### src/rtl/hazard_byp_ctrl_pkg.sv
// Shared types and constants for the hazard/bypass controller.
package hazard_byp_ctrl_pkg;

    // Stored register addresses are zero-extended to this width, which
    // leaves room for any ADDR_W up to 8 bits.
    localparam int unsigned DST_W     = 8;
    // Width of the extended-unit occupancy counter (EXT_LAT up to 15).
    localparam int unsigned EXT_CNT_W = 4;

    // Result kinds carried with each instruction.
    localparam logic [1:0] KIND_ALU  = 2'd0;
    localparam logic [1:0] KIND_LOAD = 2'd1;
    localparam logic [1:0] KIND_EXT  = 2'd2;
    localparam logic [1:0] KIND_POP  = 2'd3;

    // One-hot bypass select per source port: {DM, POP, EXT, EX}.
    localparam logic [3:0] BYP_NONE = 4'b0000;
    localparam logic [3:0] BYP_EX   = 4'b0001;
    localparam logic [3:0] BYP_EXT  = 4'b0010;
    localparam logic [3:0] BYP_POP  = 4'b0100;
    localparam logic [3:0] BYP_DM   = 4'b1000;

    // What the controller remembers about the instruction in a stage.
    typedef struct packed {
        logic             valid;
        logic             we;
        logic [DST_W-1:0] dst;
        logic [1:0]       kind;
    } stage_rec_t;

    // A source read depends on a stage when that stage writes the same
    // non-zero register.
    function automatic logic rec_match(input logic re,
                                       input logic [DST_W-1:0] addr,
                                       input stage_rec_t rec);
        return re && rec.valid && rec.we && (addr == rec.dst) && (addr != '0);
    endfunction

endpackage

### src/rtl/hazard_byp_ctrl_byp_port_decode.sv
// Per-port bypass decode: EX record has priority over DM record.
module byp_port_decode
    import hazard_byp_ctrl_pkg::*;
(
    input  logic             re,
    input  logic [DST_W-1:0] addr,
    input  stage_rec_t       ex_rec,
    input  stage_rec_t       dm_rec,
    output logic [3:0]       sel,
    output logic             load_use
);

    // Priority-encode the forwarding source; a LOAD in EX cannot forward.
    always_comb begin
        sel      = BYP_NONE;
        load_use = 1'b0;
        if (rec_match(re, addr, ex_rec)) begin
            case (ex_rec.kind)
                KIND_ALU:  sel = BYP_EX;
                KIND_EXT:  sel = BYP_EXT;
                KIND_POP:  sel = BYP_POP;
                default:   load_use = 1'b1;
            endcase
        end else if (rec_match(re, addr, dm_rec)) begin
            sel = BYP_DM;
        end
    end

endmodule

### src/rtl/hazard_byp_ctrl.sv
// Hazard and bypass controller for the IM/ID/EX/DM/WB pipeline.
module hazard_byp_ctrl
    import hazard_byp_ctrl_pkg::*;
#(
    parameter int unsigned ADDR_W  = 5,
    parameter int unsigned EXT_LAT = 3
) (
    input  logic              clk,
    input  logic              rst,
    input  logic              re0_ID,
    input  logic              re1_ID,
    input  logic [ADDR_W-1:0] p0_addr_ID,
    input  logic [ADDR_W-1:0] p1_addr_ID,
    input  logic              we_ID,
    input  logic [ADDR_W-1:0] dst_addr_ID,
    input  logic [1:0]        kind_ID,
    input  logic              flush_ID,
    input  logic              mem_stall,
    output logic              byp0_EX,
    output logic              byp0_ext_EX,
    output logic              byp0_stack_pop,
    output logic              byp0_DM,
    output logic              byp1_EX,
    output logic              byp1_ext_EX,
    output logic              byp1_stack_pop,
    output logic              byp1_DM,
    output logic              stall_IM_ID,
    output logic              stall_ID_EX,
    output logic              stall_EX_DM,
    output logic              bubble_ID_EX,
    output logic              ext_busy
);

    stage_rec_t           ex_rec_q, ex_rec_d;
    stage_rec_t           dm_rec_q, dm_rec_d;
    logic [EXT_CNT_W-1:0] cnt_q, cnt_d;
    logic [3:0]           byp0_q, byp0_d;
    logic [3:0]           byp1_q, byp1_d;

    logic [DST_W-1:0] p0_addr, p1_addr;
    stage_rec_t       id_rec;
    logic [3:0]       sel0, sel1;
    logic             lu0, lu1;
    logic             busy;
    logic             s_im, s_id, s_ex, bub;

    assign p0_addr = DST_W'(p0_addr_ID);
    assign p1_addr = DST_W'(p1_addr_ID);

    // Record of the instruction currently in ID, as it would enter EX.
    always_comb begin
        id_rec       = '0;
        id_rec.valid = 1'b1;
        id_rec.we    = we_ID;
        id_rec.dst   = DST_W'(dst_addr_ID);
        id_rec.kind  = kind_ID;
    end

    byp_port_decode u_dec0 (
        .re       (re0_ID),
        .addr     (p0_addr),
        .ex_rec   (ex_rec_q),
        .dm_rec   (dm_rec_q),
        .sel      (sel0),
        .load_use (lu0)
    );

    byp_port_decode u_dec1 (
        .re       (re1_ID),
        .addr     (p1_addr),
        .ex_rec   (ex_rec_q),
        .dm_rec   (dm_rec_q),
        .sel      (sel1),
        .load_use (lu1)
    );

    assign busy = (cnt_q != '0);

    // Stall/bubble decisions and next state; mem_stall freezes everything,
    // then an occupied EXT unit, then flush/load-use at ID.
    always_comb begin
        s_im     = 1'b0;
        s_id     = 1'b0;
        s_ex     = 1'b0;
        bub      = 1'b0;
        ex_rec_d = ex_rec_q;
        dm_rec_d = dm_rec_q;
        cnt_d    = cnt_q;
        byp0_d   = byp0_q;
        byp1_d   = byp1_q;
        if (mem_stall) begin
            s_im = 1'b1;
            s_id = 1'b1;
            s_ex = 1'b1;
        end else if (busy) begin
            // EXT op stays in EX; DM drains with bubbles meanwhile.
            s_im     = 1'b1;
            s_id     = 1'b1;
            dm_rec_d = '0;
            cnt_d    = cnt_q - 1'b1;
        end else begin
            // A flushed instruction is dead, so its hazards are ignored.
            s_im     = !flush_ID && (lu0 || lu1);
            bub      = flush_ID || s_im;
            dm_rec_d = ex_rec_q;
            if (bub) begin
                ex_rec_d = '0;
                byp0_d   = BYP_NONE;
                byp1_d   = BYP_NONE;
            end else begin
                ex_rec_d = id_rec;
                byp0_d   = sel0;
                byp1_d   = sel1;
                if (kind_ID == KIND_EXT) begin
                    cnt_d = EXT_CNT_W'(EXT_LAT - 1);
                end
            end
        end
    end

    // Pipeline records, EXT counter and registered bypass selects.
    always_ff @(posedge clk) begin
        if (rst) begin
            ex_rec_q <= '0;
            dm_rec_q <= '0;
            cnt_q    <= '0;
            byp0_q   <= BYP_NONE;
            byp1_q   <= BYP_NONE;
        end else begin
            ex_rec_q <= ex_rec_d;
            dm_rec_q <= dm_rec_d;
            cnt_q    <= cnt_d;
            byp0_q   <= byp0_d;
            byp1_q   <= byp1_d;
        end
    end

    // Control outputs are held low while reset is asserted.
    assign stall_IM_ID  = !rst && s_im;
    assign stall_ID_EX  = !rst && s_id;
    assign stall_EX_DM  = !rst && s_ex;
    assign bubble_ID_EX = !rst && bub;
    assign ext_busy     = !rst && busy;

    assign byp0_EX        = byp0_q[0];
    assign byp0_ext_EX    = byp0_q[1];
    assign byp0_stack_pop = byp0_q[2];
    assign byp0_DM        = byp0_q[3];
    assign byp1_EX        = byp1_q[0];
    assign byp1_ext_EX    = byp1_q[1];
    assign byp1_stack_pop = byp1_q[2];
    assign byp1_DM        = byp1_q[3];

endmodule

### config.mk
export PLATFORM = sky130hd
export DESIGN_NAME = hazard_byp_ctrl
export DESIGN_NICKNAME = d
export VERILOG_FILES = /design/src/rtl/hazard_byp_ctrl_pkg.sv /design/src/rtl/hazard_byp_ctrl_byp_port_decode.sv /design/src/rtl/hazard_byp_ctrl.sv
export SDC_FILE = /design/constraint.sdc
export NUM_CORES = 1
export LEC_CHECK = 0
export BUFFER_PORTS_ARGS = -buffer_cell sky130_fd_sc_hd__buf_2
export CELL_PAD_IN_SITES_DETAIL_PLACEMENT = 1
export CELL_PAD_IN_SITES_GLOBAL_PLACEMENT = 1
export CORE_MARGIN = 1
export CORE_UTILIZATION = 38
export CTS_CLUSTER_DIAMETER = 60
export DETAILED_ROUTE_END_ITERATION = 12
export MAX_ROUTING_LAYER = met4
export PLACE_DENSITY = 0.76
export SLEW_MARGIN = 20
export SYNTH_ARGS = -nofsm -noshare
export SYNTH_HDL_FRONTEND = slang
export SYNTH_SLANG_ARGS = --single-unit
### constraint.sdc
create_clock -name clk -period 2.4 [get_ports clk]
set_clock_uncertainty 0.1 [all_clocks]
set_input_delay 0.12 -clock clk [delete_from_list [all_inputs] [get_ports clk]]
set_output_delay 0.12 -clock clk [all_outputs]
set_load 0.1 [all_outputs]
==> results.md, run 1 <==
### Outcome
- **outcome** completed

### Route
- **average wire per standard cell** 17.4 um
- **detailed-route wire length** 4060 um
- **1st-iter DRT viols** 40
- **total number of vias** 1264
- **antenna violation net count after detailed routing** 0
- **DRC violations left** 0
- **Via-to-Cell Ratio** 5.42
- **number of detailed-route iterations in the first pass** 4

### Yosys
- **per-instance average area after synthesis** 9.82 um^2
- **Distinct cells, synth** 35
- **number of enable-type register cells in the synthesized netlist** 0
- **sequential-to-total area share from yosys stat** 0.426
- **share of synthesized registers carrying an async set or reset** 0
- **synthesis warning total** 0
- **dominant cell by count in the synthesized netlist** sky130_fd_sc_hd__dfxtp_1
- **post-synth net total** 159
- **most instantiated flip-flop cell in the synthesis netlist** sky130_fd_sc_hd__dfxtp_1
- **number of standard cells after synthesis** 134
- **synthesized cell area** 1320 um^2
- **share of the synthesized area in the top cell type** 0.426
- **Synth top cells by count** 28 x sky130_fd_sc_hd__dfxtp_1, 17 x sky130_fd_sc_hd__a22o_1, 16 x sky130_fd_sc_hd__xnor2_1
- **number of storage elements in the synthesis netlist** 28
- **biggest area consumer among synthesized cells** sky130_fd_sc_hd__dfxtp_1
- **largest cells by area after synthesis** sky130_fd_sc_hd__dfxtp_1 43%, sky130_fd_sc_hd__a22o_1 11%, sky130_fd_sc_hd__xnor2_1 11%, sky130_fd_sc_hd__xor2_1 2.7%, sky130_fd_sc_hd__nor2_1 2.6%

### CTS
- **maximum number of buffers from clock root to sink** 2
- **CTS tree** built
- **number of sinks on the clock net** 28
- **Clock Pin Slew Worst Setup and Hold Paths** 160 ps
- **master cell of the clock root buffer** sky130_fd_sc_hd__clkbuf_4
- **CTS Buf Count** 3
- **insertion delay to the later sink of the worst-skew pair** 350 ps
- **htree depth** 1

### Setup path
- **Worst setup SP type** flop
- **crit path capture** bubble_ID_EX
- **Crit Path Class** flop to primary output
- **worst-case reg-to-reg path depth** 8
- **startpoint of the worst register-to-register path** cnt_q[0]$_SDFFE_PP0P_
- **reg-to-reg setup timing slack** 270 ps
- **CP startpoint** ex_rec_q[5]$_SDFFE_PP0P_
- **Max FO, Critical Path** 4
- **series of cell instances along the critical path** xnor2_1 > nand4_1 > or3_4 > a21oi_4 > o21a_1 > buf_12
- **Worst EP required** 2180 ps
- **worst path arrival time** 2120 ps
- **critical path's largest stage delay** 410 ps
- **Reg2Reg Capture Point** cnt_q[3]$_SDFFE_PP0P_
- **nature of the critical path endpoint** primary output
- **cell with the biggest individual delay on the critical path** sky130_fd_sc_hd__or3_4

### Floorplan
- **vertical extent of the die** 60.9 um
- **core footprint** 3340 um^2
- **width of the die** 60.9 um
- **row count** 21
- **Die Footprint** 3700 um^2
- **starting density of the core** 0.394
- **IO Pins** 37

### STA
- **Worst slew margin** 0.622
- **maximum achievable frequency** 0.427 GHz
- **crit share post-route** 0.975
- **Final Critical Period** 2340 ps
- **final number of max-transition violations** 0
- **Worst-Margin Slew** 558 ps
- **number of endpoints with negative hold slack in the final report** 0
- **Finish-stage setup viols** 0

### Hold path
- **type of the tightest min-delay check** input port to flop
- **number of cells traversed by the worst hold path** 4
- **Hold Startpoint** mem_stall

### Run
- **number of violations of the max-capacitance limit** 0

### Power
- **ratio of total power to cell area** 688 nW/um^2
- **Leak** 0.000740 uW
- **power consumption** 1260 uW
- **Max VDD drop** 348 uV

### GRT
- **Congestion Overflow GR** 0
- **wire length of the first global-routing pass** 6270 um
- **GRT Util Overall** 0.243
- **initial antenna violation count** 0
- **via count of the first global-routing pass** 1317
- **maximum number of pins on one net before global-route repair** 17

### Layout
- **share of final-layout standard cells stronger than drive strength 1** 0.332
- **number of nets in the layout** 213
- **antenna fix cells** 0
- **area growth from synthesis to layout** 38.7%
- **end-of-flow core utilization** 0.547

### Place
- **Port-buffer cells** 36
- **HPWL after detailed placement** 2840 um
- **RD Place Congestion** 0.851

==> flip-flops by register name (all words and copies together) (netlist names) <==
| signal | flops |
|---|---|
| byp0_q | 4 |
| ex_rec_q | 9 |
| cnt_q | 4 |
| byp1_q | 4 |
| dm_rec_q | 7 |
==> routing by layer <==
layer | up-vias | track usage | wire length (um)
li1 | 607 | - | -
met3 | 13 | 0.0405 | 149
met4 | 0 | 0.117 | 137
met2 | 33 | 0.394 | 1990
met5 | - | - | 0
met1 | 611 | 0.291 | 1790
==> kinds of logic after synthesis <==
logic type	Yosys count	share of synthesized area
and+or+nand+nor	43	0.181
AOI/OAI and AO/OA	37	0.231
DFF	28	0.426
xor gates and xnor gates	20	0.133
buffers and inverters	5	0.0200
adders and majority gates	1	0.00950
==> cell type report <==
type                       count  area, um^2
fill                         425        1510
multi-input combinational    101         777
sequential                    28         567
timing repair buffer          51         360
tap                           46        57.6
clock inverter                 1        30.0
clock buffer                   3        22.5
inverter                       3        11.3
==> through the flow <==
step	cells	setup WS [ps]	area (um^2)	hold slack (ps)	TNS (ps)
6_report	233	59.0	1830	8.65	0
5_1_grt	233	-3.00	1830	36.1	-3.00
4_1_cts	233	98.7	1800	20.8	0
3_5_place_dp	218	151	1620	242	0
3_3_place_gp	218	203	1620	240	0
2_1_floorplan	134	0.892	1320	146	0
==> critical path, delay by kind of cell, from the launching register on <==
family	cells	cell delay, ps
DFF	1	380
and+or+nand+nor	2	590
AOI/OAI and AO/OA	2	400
xor gates and xnor gates	1	210
buffers and inverters	1	180
==> report_power, final <==
part | leakage (uW) | internal [uW] | total, uW | switching [uW]
clock network | 0.0000279 | 169 | 327 | 157
registers | 0.000229 | 495 | 530 | 34.4
logic | 0.000483 | 159 | 400 | 240
total | 0.000740 | 824 | 1260 | 432
==> worst min-delay path by stage <==
stage,end,slack [ps]
6_report,cnt_q[0]$_SDFFE_PP0P_,9
5_1_grt,cnt_q[0]$_SDFFE_PP0P_,40
4_1_cts,cnt_q[0]$_SDFFE_PP0P_,20
3_5_place_dp,ex_rec_q[4]$_SDFFE_PP0P_,240
3_3_place_gp,ex_rec_q[10]$_SDFFE_PP0P_,240
2_1_floorplan,ex_rec_q[0]$_SDFFE_PP0P_,150
==> cell usage in the layout, fill, tap and decap left out, drive strengths merged, types with 6 or more instances in the layout <==
cell type and count:
buf 42, dfxtp 28, a22o 17, xnor2 16
nor2 10, dlygate4sd3 9, nand2 8, a21oi 6
==> repair_timing <==
| item | CTS | global route |
|---|---|---|
| endpoints found under the hold margin | 11 | 0 |
| hold buffers | 9 | 0 |
| endpoints found under the setup margin | 3 | 3 |
| buffers inserted | 2 | 0 |
| pin swaps | 1 | 3 |
| resized for setup | 7 | 6 |
(Power assumes the default switching activity.)
==> inputs of run 2 (changes only) <==
Settings changed: CORE_UTILIZATION 38 to 40, CTS_BUF_LIST set to sky130_fd_sc_hd__clkbuf_8, PLACE_DENSITY 0.76 to 0.8.
==> run 2 against run 1 <==
Effect of this change: die area shrank 4.8%; non-clock buffer count shrank 3; clock power grew 16%; hold slack gained 2.5 ps; final area shrank 2.5%; critical path depth is the same; maximum frequency grew 4.2%; register-to-register slack lost 30 ps; largest power group unchanged.
==> results.md, run 2 (synthesis results as in run 1) <==
### Setup path
- **Worst EP required** 2180 ps
- **startpoint of the worst register-to-register path** cnt_q[0]$_SDFFE_PP0P_
- **Worst setup SP type** flop
- **Crit Path Class** flop to primary output
- **worst-case reg-to-reg path depth** 7
- **nature of the critical path endpoint** primary output
- **worst path arrival time** 2030 ps
- **reg-to-reg setup timing slack** 240 ps
- **cell with the biggest individual delay on the critical path** sky130_fd_sc_hd__or3_4
- **CP startpoint** ex_rec_q[2]$_SDFFE_PP0P_
- **series of cell instances along the critical path** xnor2_1 > nand4_1 > or3_4 > a21oi_4 > o21a_1 > buf_12
- **Max FO, Critical Path** 5
- **total buffers and inverters traversed by the critical path** 1
- **critical path's largest stage delay** 450 ps
- **family with the most delay on the worst path** simple AND/OR/NAND/NOR gates
- **Reg2Reg Capture Point** ex_rec_q[5]$_SDFFE_PP0P_

### CTS
- **number of sinks on the clock net** 28
- **insertion delay to the later sink of the worst-skew pair** 280 ps
- **CTS Buf Count** 3
- **post-CTS setup-driven buffer insertion count** 0
- **maximum number of buffers from clock root to sink** 2
- **CTS tree** built
- **htree depth** 1
- **master cell of the clock root buffer** sky130_fd_sc_hd__clkbuf_8
- **Clock Pin Slew Worst Setup and Hold Paths** 100 ps

### Layout
- **most common cell after layout, fill and taps aside** sky130_fd_sc_hd__buf_2
- **max FFs per register** 9
- **end-of-flow core utilization** 0.578
- **antenna fix cells** 0
- **Final Instance Area** 1780 um^2
- **number of nets in the layout** 210
- **share of final-layout standard cells stronger than drive strength 1** 0.299
- **Reg with most FFs** ex_rec_q
- **top library cells by usage in the layout, fill and taps aside** 33 x sky130_fd_sc_hd__buf_2, 25 x sky130_fd_sc_hd__dfxtp_1, 17 x sky130_fd_sc_hd__a22o_1, 16 x sky130_fd_sc_hd__xnor2_1, 9 x sky130_fd_sc_hd__nor2_1
- **area growth from synthesis to layout** 35.3%
- **registers with the most flip-flops** ex_rec_q (9), dm_rec_q (7)

### Route
- **detailed-route wire length** 4030 um
- **Via-to-Cell Ratio** 5.47
- **number of detailed-route iterations in the first pass** 4
- **antenna violation net count after detailed routing** 0
- **total number of vias** 1248
- **DRC violations left** 0
- **average wire per standard cell** 17.7 um
- **1st-iter DRT viols** 30

### Floorplan
- **Die Footprint** 3520 um^2
- **starting density of the core** 0.428
- **width of the die** 59.4 um
- **row count** 20
- **IO Pins** 37
- **core footprint** 3080 um^2
- **vertical extent of the die** 59.4 um

### STA
- **Worst-Margin Slew** 568 ps
- **Final Critical Period** 2250 ps
- **crit share post-route** 0.936
- **RSZ-0062 raised after global routing** false
- **maximum achievable frequency** 0.445 GHz
- **final number of max-transition violations** 0
- **Total Neg Setup Slack** 0 ps
- **Worst slew margin** 0.616
- **smallest hold slack** 11.1 ps
- **number of endpoints with negative hold slack in the final report** 0
- **Finish-stage setup viols** 0

### Power
- **ratio of total power to cell area** 726 nW/um^2
- **share of total power in sequential cells** 0.409
- **part of the total power dissipated in combinational logic** 0.297
- **net switching power of the design** 421 uW
- **Leak** 0.000718 uW
- **Max VDD drop** 478 uV
- **Clk network pwr share** 0.294
- **switching share of total power** 0.326
- **power consumption** 1290 uW
- **Int Pwr** 871 uW

### GRT
- **initial antenna violation count** 0
- **wire length of the first global-routing pass** 6420 um
- **Global Route met3 Usage** 0.0328
- **GRT Util Overall** 0.260
- **routing usage on met1** 0.328
- **layer carrying the most global-route usage** met2
- **Global Route met2 Usage** 0.421
- **Congestion Overflow GR** 0
- **via count of the first global-routing pass** 1267
- **maximum number of pins on one net before global-route repair** 17

### Place
- **RD Place Congestion** 0.830
- **cell area after placement** 1620 um^2
- **HPWL after detailed placement** 2930 um
- **Port-buffer cells** 36

### Hold path
- **type of the tightest min-delay check** input port to flop
- **number of cells traversed by the worst hold path** 2
- **hold-critical path endpoint** ex_rec_q[5]$_SDFFE_PP0P_
- **Hold Startpoint** dst_addr_ID[3]

### Outcome
- **outcome** completed

### Run
- **number of violations of the max-capacitance limit** 0

[run 2: area by class of cell]
class	count	area, um^2
flip-flops and latches	28	564
inverters	3	11.3
repair buffers	48	333
well taps	44	55.1
clock buffers	3	41.3
clock inverters	1	30.0
multi-input cells	101	746
fillers	373	1300
[run 2: how the worst max path moves through the flow]
| stage | slack, ps | cells past startpoint | to |
|---|---|---|---|
| after detailed placement | 210 | 6 | bubble_ID_EX |
| after global placement | 240 | 6 | byp1_q[2]$_SDFFE_PP0P_ |
| after CTS | 30 | 6 | bubble_ID_EX |
| after floorplan | 0.9 | 5 | bubble_ID_EX |
| final | 150 | 6 | bubble_ID_EX |
| after global routing | 90 | 6 | bubble_ID_EX |
[run 2: stage by stage]
step | worst slack [ps] | std cells
after detailed placement | 210 | 217
after floorplan | 0.892 | 134
final | 153 | 228
after CTS | 28.3 | 228
after global placement | 240 | 217
after global routing | 88.2 | 228
[run 2: repair_timing]
item	CTS	global route
gates resized for setup	2	4
hold endpoints to repair	7	0
hold buffers	7	0
setup endpoints to repair	2	3
[run 2: power groups by stage]
stage          Sequential, uW  Clock, uW  Combinational (uW)
2_1_floorplan             527          0                 246
3_3_place_gp              534          0                 358
3_5_place_dp              538          0                 369
4_1_cts                   527        382                 384
5_1_grt                   533        403                 411
6_report                  528        380                 384
[run 2: per-layer routing]
| metal | wire (um) | vias up |
|---|---|---|
| met5 | 0 | - |
| met4 | 99 | 0 |
| met3 | 130 | 11 |
| met2 | 2060 | 35 |
| met1 | 1740 | 603 |
| li1 | - | 599 |
[run 2: worst reg2reg max path: cells and delay by family (launching register included)]
kind	cells	cell delay (ps)
fa+ha+maj	1	180
buf+inv	1	70
simple gates	4	1170
flops	1	350
compound gates	1	230
